===== config.mk =====
export PLATFORM = sky130hd
export DESIGN_NAME = ascii_hex_parser_flat
export DESIGN_NICKNAME = d
export VERILOG_FILES = /design/src/rtl/ascii_hex_parser_if.sv /design/src/rtl/ascii_hex_parser.sv /design/src/flat_wrapper.sv
export SDC_FILE = /design/constraint.sdc
export NUM_CORES = 1
export LEC_CHECK = 0
export CAP_MARGIN = 20
export CORE_ASPECT_RATIO = 1.5
export CORE_UTILIZATION = 45
export DETAILED_ROUTE_END_ITERATION = 8
export GPL_ROUTABILITY_DRIVEN = 0
export PLACE_DENSITY = 0.78
export SETUP_SLACK_MARGIN = 0.5
export SYNTH_ARGS = -nofsm -noshare
export SYNTH_HDL_FRONTEND = slang
export SYNTH_SLANG_ARGS = --single-unit

===== constraint.sdc =====
create_clock -name clk -period 2.74 [get_ports clk]
set_input_delay 0.274 -clock clk [delete_from_list [all_inputs] [get_ports clk]]
set_output_delay 0.274 -clock clk [all_outputs]
set_load 0.05 [all_outputs]

===== src/rtl/ascii_hex_parser_if.sv =====
// Character-in / word-out handshake bundle for the ASCII hex parser.
interface ascii_hex_parser_if #(
    parameter int MAX_DIGITS = 8
);
    logic [7:0]              ascii_in;
    logic                    in_valid;
    logic                    in_ready;
    logic [4*MAX_DIGITS-1:0] value;
    logic [3:0]              digit_count;
    logic                    out_valid;
    logic                    out_ready;
    logic                    err;

    modport master (
        output ascii_in, in_valid, out_ready,
        input  in_ready, value, digit_count, out_valid, err
    );

    modport slave (
        input  ascii_in, in_valid, out_ready,
        output in_ready, value, digit_count, out_valid, err
    );
endinterface


===== src/rtl/ascii_hex_parser.sv =====
// Streams ASCII characters in and assembles whitespace/CR/LF-terminated hex
// tokens into words; bad or over-long tokens raise err and are discarded.
module ascii_hex_parser #(
    parameter int MAX_DIGITS = 8
) (
    input  logic                  clk,
    input  logic                  rst_n,
    ascii_hex_parser_if.slave     bus
);
    localparam int W = 4 * MAX_DIGITS;

    typedef enum logic [1:0] {IDLE, ACCUM, DONE, SKIP} state_e;

    state_e       state_q, state_d;
    logic [W-1:0] acc_q, acc_d;
    logic [3:0]   cnt_q, cnt_d;
    logic [W-1:0] value_q, value_d;
    logic [3:0]   dcnt_q, dcnt_d;
    logic         ov_q, ov_d;
    logic         err_q, err_d;

    logic         is_dig, is_term, accept;
    logic [3:0]   nib;

    always_comb begin
        is_dig  = 1'b0;
        nib     = 4'h0;
        is_term = (bus.ascii_in == 8'h0D) || (bus.ascii_in == 8'h0A) ||
                  (bus.ascii_in == 8'h20);
        if (bus.ascii_in >= 8'h30 && bus.ascii_in <= 8'h39) begin
            is_dig = 1'b1;
            nib    = bus.ascii_in[3:0];
        end else if ((bus.ascii_in >= 8'h41 && bus.ascii_in <= 8'h46) ||
                     (bus.ascii_in >= 8'h61 && bus.ascii_in <= 8'h66)) begin
            // 'A'..'F' and 'a'..'f' share low bits 1..6
            is_dig = 1'b1;
            nib    = bus.ascii_in[3:0] + 4'd9;
        end
    end

    assign bus.in_ready    = (state_q != DONE);
    assign accept          = bus.in_valid && bus.in_ready;
    assign bus.value       = value_q;
    assign bus.digit_count = dcnt_q;
    assign bus.out_valid   = ov_q;
    assign bus.err         = err_q;

    always_comb begin
        state_d = state_q;
        acc_d   = acc_q;
        cnt_d   = cnt_q;
        value_d = value_q;
        dcnt_d  = dcnt_q;
        ov_d    = ov_q;
        err_d   = 1'b0;
        case (state_q)
            IDLE: if (accept) begin
                if (is_dig) begin
                    acc_d   = W'(nib);
                    cnt_d   = 4'd1;
                    state_d = ACCUM;
                end else if (!is_term) begin
                    err_d = 1'b1;
                end
            end
            ACCUM: if (accept) begin
                if (is_dig && cnt_q < 4'(MAX_DIGITS)) begin
                    acc_d = (acc_q << 4) | W'(nib);
                    cnt_d = cnt_q + 4'd1;
                end else if (is_term) begin
                    value_d = acc_q;
                    dcnt_d  = cnt_q;
                    ov_d    = 1'b1;
                    state_d = DONE;
                end else begin
                    // overflow or invalid: drop the token until a terminator
                    err_d   = 1'b1;
                    acc_d   = '0;
                    cnt_d   = '0;
                    state_d = SKIP;
                end
            end
            SKIP: if (accept && is_term) state_d = IDLE;
            DONE: if (bus.out_ready) begin
                ov_d    = 1'b0;
                acc_d   = '0;
                cnt_d   = '0;
                state_d = IDLE;
            end
            default: state_d = IDLE;
        endcase
    end

    always_ff @(posedge clk or negedge rst_n) begin
        if (!rst_n) begin
            state_q <= IDLE;
            acc_q   <= '0;
            cnt_q   <= '0;
            value_q <= '0;
            dcnt_q  <= '0;
            ov_q    <= 1'b0;
            err_q   <= 1'b0;
        end else begin
            state_q <= state_d;
            acc_q   <= acc_d;
            cnt_q   <= cnt_d;
            value_q <= value_d;
            dcnt_q  <= dcnt_d;
            ov_q    <= ov_d;
            err_q   <= err_d;
        end
    end
endmodule


===== src/flat_wrapper.sv =====
// flat-port wrapper written by rule: the top's interface ports become plain ports
module ascii_hex_parser_flat 
#(
    parameter int MAX_DIGITS = 8
)
  (clk, rst_n, bus_ascii_in, bus_in_valid, bus_out_ready, bus_in_ready, bus_value, bus_digit_count, bus_out_valid, bus_err);
  ascii_hex_parser_if #(.MAX_DIGITS(MAX_DIGITS)) bus_i ();
  input  logic clk;
  input  logic rst_n;
  input wire logic [$bits(bus_i.ascii_in)-1:0] bus_ascii_in;
  input wire logic [$bits(bus_i.in_valid)-1:0] bus_in_valid;
  input wire logic [$bits(bus_i.out_ready)-1:0] bus_out_ready;
  output wire logic [$bits(bus_i.in_ready)-1:0] bus_in_ready;
  output wire logic [$bits(bus_i.value)-1:0] bus_value;
  output wire logic [$bits(bus_i.digit_count)-1:0] bus_digit_count;
  output wire logic [$bits(bus_i.out_valid)-1:0] bus_out_valid;
  output wire logic [$bits(bus_i.err)-1:0] bus_err;
  assign bus_i.ascii_in = bus_ascii_in;
  assign bus_i.in_valid = bus_in_valid;
  assign bus_i.out_ready = bus_out_ready;
  assign bus_in_ready = bus_i.in_ready;
  assign bus_value = bus_i.value;
  assign bus_digit_count = bus_i.digit_count;
  assign bus_out_valid = bus_i.out_valid;
  assign bus_err = bus_i.err;
  ascii_hex_parser #(.MAX_DIGITS(MAX_DIGITS)) u_core (.clk(clk), .rst_n(rst_n), .bus(bus_i));
endmodule

==> metrics.csv, run 1 <==
stage,metric,value,unit
logic_synthesis,synth_flop_cell,dfrtp_1,
detailed_routing,wl_per_cell,14.4,um
sta,finalSetupViolations,0,
sta,rsz0062_at_grt,no,
global_route,grt_usage,18.3,%
logic_synthesis,synth.distinct_cells,40,
layout,instances_no_fill,474,
floorplan,core-area,7660,um2
clocking,cts_root_buf,clkbuf_16,
layout,n_fill_cell,603,
detailed_routing,drt-total-wl,6810,um
worst_setup_path,crit_slowest_cell,clkdlybuf4s50_1,
detailed_routing,firstDrtPassIters,4,
logic_synthesis,syn_avg_cell_area,12.2,um2
logic_synthesis,seq_area_frac_synth,53.2,%
power,total_leakage_power,2.17,nW
sta,timing.final.crit_period,2.21,ns
floorplan,dieArea,8310,um2
clocking,clock_sinks,76,
sta,slew_violations,0,
clocking,numCtsBuffers,9,
sta,max_freq,0.453,GHz
logic_synthesis,yosys.area_share.xor_xnor,0,%
place,dp_cells,450,
worst_setup_path,start_kind,primary input,
detailed_routing,drt_iter0_drc,103,
logic_synthesis,yosysMostFrequentCell,dfrtp_1,
global_route,grt_pass1_vias,2443,
worst_setup_path,worstPathArrival,2.42,ns
clocking,h-tree-depth,3,
logic_synthesis,synth_top_area_share,53.2,%
global_route,antenna_found_initial,0,
logic_synthesis,synthAdderAreaFrac,3.15,%
worst_setup_path,worst_setup_path_end_kind,flip-flop,
place,placed_area,4250,um2
global_route,grt_first_pass_wirelength,11300,um
clocking,clockBufferDepth,2,
layout,layout.nets,389,
worst_hold_path,min_path_type,primary input to async pin,
layout,antenna_cells,0,
logic_synthesis,synth-compound-area-share,6.93,%
logic_synthesis,synth_edf_count,0,
logic_synthesis,syn_inst,293,
floorplan,rows,39,
logic_synthesis,yosys.area.top_type,dfrtp_1,
sta,max_slew_margin,38.5,%
worst_setup_path,cp_max_fo,6,
power,ir_drop,446,uV
logic_synthesis,async_flop_share,100,%
worst_setup_path,max_stage_delay,0.51,ns
logic_synthesis,synth_commonest_cells,"76 x dfrtp_1, 40 x mux2_2, 39 x inv_1",
logic_synthesis,synth-seq-cells,76,
logic_synthesis,syn-num-nets,314,
layout,final_core_util,61.4,%
worst_setup_path,path_cells,clkdlybuf4s50_1 -> o21bai_2 -> a2111oi_4 -> o31ai_4 -> a211oi_4 -> buf_6 -> buf_12 -> mux2_2,
layout,area_growth,31.6,%
status,outcome,"complete, no violations",
clocking,cts-hold-fix-buffers,0,
power,power_density,778,nW/um2
layout,design_area,4700,um2
sta,skew,0.00517,ns
flow_run,maxCapViolations,0,
layout,layout-drive-gt1-share,25.5,%
sta,finalCritPeriodShare,80.5,%
detailed_routing,vias_per_cell,4.97,
floorplan,start_util,46.6,%
sta,worst_slew_pin_slew,0.923,ns
place,io_buffers,50,
floorplan,ioPinCount,51,
logic_synthesis,ys_warn_count,0,
logic_synthesis,synth.area.mux_share,22.2,%
logic_synthesis,syn_area,3570,um2
logic_synthesis,synth_area_leaders,"dfrtp_1 53%, mux2_2 13%, mux2i_1 8.7%",
logic_synthesis,yosys.area_share.simple,6.97,%
sta,hold_violations,0,
worst_setup_path,crit_type,primary input to flip-flop,
clocking,path_clk_slew,0.05,ns
clocking,clk_latency,0.33,ns
detailed_routing,vias,2357,
global_route,grt_max_degree,77,
floorplan,dieHeight,111,um
floorplan,dieWidth,74.8,um
global_route,grt-ovfl-total,0,
logic_synthesis,synth_top_family_by_area,multiplexers,
place,dpl.hpwl,4660,um
detailed_routing,drc,0,
detailed_routing,final_antenna_net_count,0,
worst_setup_path,cp.required,2.95,ns
clocking,cts_tree,built,
## critical path: cells and delay by family
kind                   cells  cell delay (ns)
buffers and inverters      3             0.77
muxes                      1             0.33
AOI/OAI and AO/OA          4             1.03
## registers in the layout, indices dropped and copies added, names as in the netlist
signal and flops:
u_core.bus.out_valid 1, u_core.state_q 2, u_core.bus.err 1, u_core.bus.value 32
u_core.cnt_q 4, u_core.bus.digit_count 4, u_core.acc_q 32
## stage by stage
step           power, mW  hold WS (ns)  setup TNS (ns)  worst slack, ns
2_1_floorplan       2.09       -0.0216               0            0.615
3_3_place_gp        2.26         0.464               0           0.0196
3_5_place_dp        2.28         0.478           -1.47          -0.0545
4_1_cts             3.56         0.124               0            0.508
5_1_grt             3.81         0.173               0            0.503
6_report            3.66        0.0803               0            0.535
## cell type report
| type | instances | area [um2] | share of cell area (%) |
|---|---|---|---|
| Sequential cell | 76 | 1900 | 40.4 |
| Multi-Input combinational cell | 166 | 1460 | 31.1 |
| Clock inverter | 2 | 10.0 | 0.213 |
| Inverter | 39 | 146 | 3.11 |
| Timing Repair Buffer | 76 | 795 | 16.9 |
| Clock buffer | 13 | 260 | 5.53 |
| Tap cell | 102 | 128 | 2.71 |
## kinds of logic (layout without fill, tap and decap cells)
| logic type | Yosys count | count (layout) |
|---|---|---|
| flops | 76 | 76 |
| mux | 74 | 74 |
| simple gates | 54 | 54 |
| buf+inv | 51 | 130 |
| compound gates | 29 | 29 |
| fa+ha+maj | 9 | 9 |
## power breakdown
part	total, mW	leakage, nW	switching [mW]	internal [mW]
Sequential	1.22	1.05	0.0441	1.18
Clock	1.07	0.135	0.414	0.654
Combinational	1.37	0.982	0.644	0.726
Total	3.66	2.17	1.10	2.56
## metal layers
| metal | vias up | share of wire, % | global-route usage (%) |
|---|---|---|---|
| li1 | 1136 | - | - |
| met1 | 1165 | 42 | 21.4 |
| met2 | 43 | 52 | 30.3 |
| met3 | 13 | 3.1 | 4.36 |
| met4 | 0 | 2.6 | 9.56 |
| met5 | - | 0 | 0 |
## placed cells by master, fill, tap and decap left out, types with 2 or more instances in the layout
master	netlist	final
dfrtp_1	76	76
clkdlybuf4s50_1	0	42
mux2_2	40	40
inv_1	39	38
nand2_1	37	37
mux2i_1	31	30
buf_4	4	18
clkbuf_16	0	10
ha_1	9	8
a21oi_1	8	7
o21ai_0	4	4
dlygate4sd2_1	0	4
buf_12	3	4
nor2b_1	4	3
mux2_1	3	3
dlymetal6s2s_1	0	3
buf_6	1	3
nor2_1	2	2
and3_1	2	2
a22oi_1	2	2
clkbuf_1	0	2
clkinv_2	0	2
clkbuf_8	0	2
## path summary, 6_finish.rpt
check | to | startpoint | slack (ns) | cells after the start
max | u_core.cnt_q[0] | bus_ascii_in[2] | 0.53 | 8
min | u_core.bus.value[13] | rst_n | 0.08 | 1
max reg2reg | u_core.cnt_q[0] | u_core.state_q[0] | 0.59 | 9
min reg2reg | u_core.bus.out_valid | u_core.bus.out_valid | 0.48 | 2
max in group asynchronous | u_core.cnt_q[1] | rst_n | 2.06 | 1
min in group clk | u_core.bus.out_valid | u_core.bus.out_valid | 0.48 | 2
## repair_timing
| action | in CTS | in global routing |
|---|---|---|
| pin swaps | 7 | 4 |
| cloned | 1 | 1 |
| resized for setup | 13 | 11 |
| setup endpoints to repair | 64 | 74 |
| setup buffers | 7 | 0 |
Note: power is estimated with default switching activity, not from simulation.
==> inputs of run 2 (changes only) <==
- clock period: 2.74 -> 2.1 ns (I/O delays scaled with it)
==> run 2 against run 1 <==
  * Via count is 16% higher
  * Critical path type is now flip-flop to flip-flop
  * Critical endpoint is now u_core.bus.value[25]
  * Register-to-register slack worse by 0.47 ns
  * Sequential power is 33% higher
  * Clock-buffer cell count is 1 higher
  * First-iteration DRC count is 46% higher
  * Final area is 18% higher
  * Routed wire length is 36% higher
  * Highest routed layer unchanged
==> metrics.csv, run 2 (synthesis results as in run 1) <==
stage,metric,value,unit
floorplan,start_util,46.6,%
worst_setup_path,cp.required,2.32,ns
sta,worst_slew_pin_slew,0.518,ns
sta,slew_violations,0,
clocking,clock_sinks,76,
global_route,grt_first_pass_wirelength,14300,um
layout,final_common_cell,dfrtp_1,
floorplan,dieArea,8310,um2
global_route,grt_usage,23.4,%
place,io_buffers,50,
layout,antenna_cells,0,
layout,instances_no_fill,520,
worst_hold_path,min_path_type,primary input to async pin,
clocking,cts_tree,built,
layout,final_core_util,72.2,%
worst_setup_path,cp_max_fo,7,
worst_setup_path,startpoint,u_core.state_q[0],
detailed_routing,final_antenna_net_count,0,
sta,max_slew_margin,65.4,%
worst_setup_path,rr_startpoint,u_core.state_q[0],
floorplan,dieHeight,111,um
floorplan,rows,39,
global_route,antenna_found_initial,0,
detailed_routing,drc,0,
clocking,numCtsBuffers,9,
sta,setup_slack,0.124,ns
place,dpl.hpwl,4950,um
global_route,grt_pass1_vias,2899,
sta,setup_tns,0,ns
status,outcome,"complete, no violations",
clocking,clk_latency,0.34,ns
global_route,grt_max_degree,41,
place,dp_cells,467,
worst_setup_path,rrSetupSlack,0.12,ns
detailed_routing,vias,2735,
detailed_routing,firstDrtPassIters,4,
sta,timing.final.crit_period,1.98,ns
sta,timing.hold.ws,0.387,ns
detailed_routing,wl_per_cell,17.8,um
layout,final_cell_mix,"75 x dfrtp_1, 41 x buf_4, 39 x dlygate4sd2_1",
power,power_density,1010,nW/um2
detailed_routing,vias_per_cell,5.26,
sta,hold_violations,0,
power,ir_drop,951,uV
worst_setup_path,crit_type,flip-flop to flip-flop,
power,total_leakage_power,2.73,nW
sta,finalCritPeriodShare,94.1,%
detailed_routing,drt-total-wl,9250,um
layout,area_growth,54.9,%
detailed_routing,drt_iter0_drc,150,
worst_setup_path,worstPathArrival,2.20,ns
flow_run,maxCapViolations,0,
floorplan,core-area,7660,um2
layout,layout-drive-gt1-share,42.8,%
worst_setup_path,start_kind,flip-flop,
sta,max_freq,0.506,GHz
clocking,path_clk_slew,0.06,ns
worst_setup_path,worst_setup_path_end_kind,flip-flop,
clocking,h-tree-depth,3,
clocking,clockBufferDepth,2,
layout,layout.nets,435,
floorplan,dieWidth,74.8,um
place,pre_cts_ws,-0.504,ns
sta,skew,0.00353,ns
clocking,cts_root_buf,clkbuf_16,
floorplan,ioPinCount,51,
sta,rsz0062_at_grt,yes,
global_route,grt-ovfl-total,0,
sta,finalSetupViolations,0,
[run 2: cell type report]
cell class / instances / area (um2)
fillers: 471 / 2130
flip-flops and latches: 76 / 1900
well taps: 102 / 128
inverters: 39 / 156
repair buffers: 122 / 1330
clock buffers: 14 / 274
clock inverters: 1 / 30.0
multi-input cells: 166 / 1710
[run 2: worst max-delay path, stage by stage, from the launching register on]
cell and delay (ns):
dfrtp_2 0.43, inv_4 0.07, ha_4 0.18, nor2b_4 0.15
buf_4 0.15, and3_4 0.23, buf_12 0.12, buf_12 0.09
buf_16 0.13, mux2_4 0.30
[run 2: repair_timing]
item / 4_1_cts / 5_1_grt
hold endpoints to repair: 37 / 0
hold buffers: 1 / 0
resized for setup: 148 / 18
buffers inserted: 22 / 7
cloned: 6 / 2
pin swaps: 17 / 10
setup endpoints to repair: 114 / 77
[run 2: path summary, 6_finish.rpt]
| kind | to | depth (start not counted) |
|---|---|---|
| setup / recovery | u_core.bus.value[25] | 9 |
| hold / removal | u_core.bus.value[21] | 2 |
| setup reg to reg | u_core.bus.value[25] | 9 |
| hold reg to reg | u_core.bus.value[20] | 1 |
| max in group asynchronous | u_core.acc_q[7] | 3 |
| min in group clk | u_core.bus.value[20] | 1 |
[run 2: per-layer routing]
layer / wire length [um] / vias to the layer above / GRT usage [%]
met3: 286 / 28 / 4.91
met5: 0 / - / 0
met4: 297 / 0 / 13.7
li1: - / 1234 / -
met2: 5160 / 74 / 39.5
met1: 3500 / 1399 / 26.1
[run 2: report_power, final]
| part | leakage [nW] | total [mW] | switching [mW] | internal, mW |
|---|---|---|---|---|
| Combinational | 1.54 | 2.38 | 1.07 | 1.30 |
| Sequential | 1.05 | 1.62 | 0.0796 | 1.54 |
| Clock | 0.149 | 1.58 | 0.570 | 1.01 |
| Total | 2.73 | 5.57 | 1.72 | 3.85 |
[run 2: stage by stage]
step	cell area, um2	total power, mW
global route	5530	5.76
global placement	4420	3.15
floorplan	3600	2.74
finish	5530	5.57
detailed placement	4420	3.18
CTS	5340	5.19
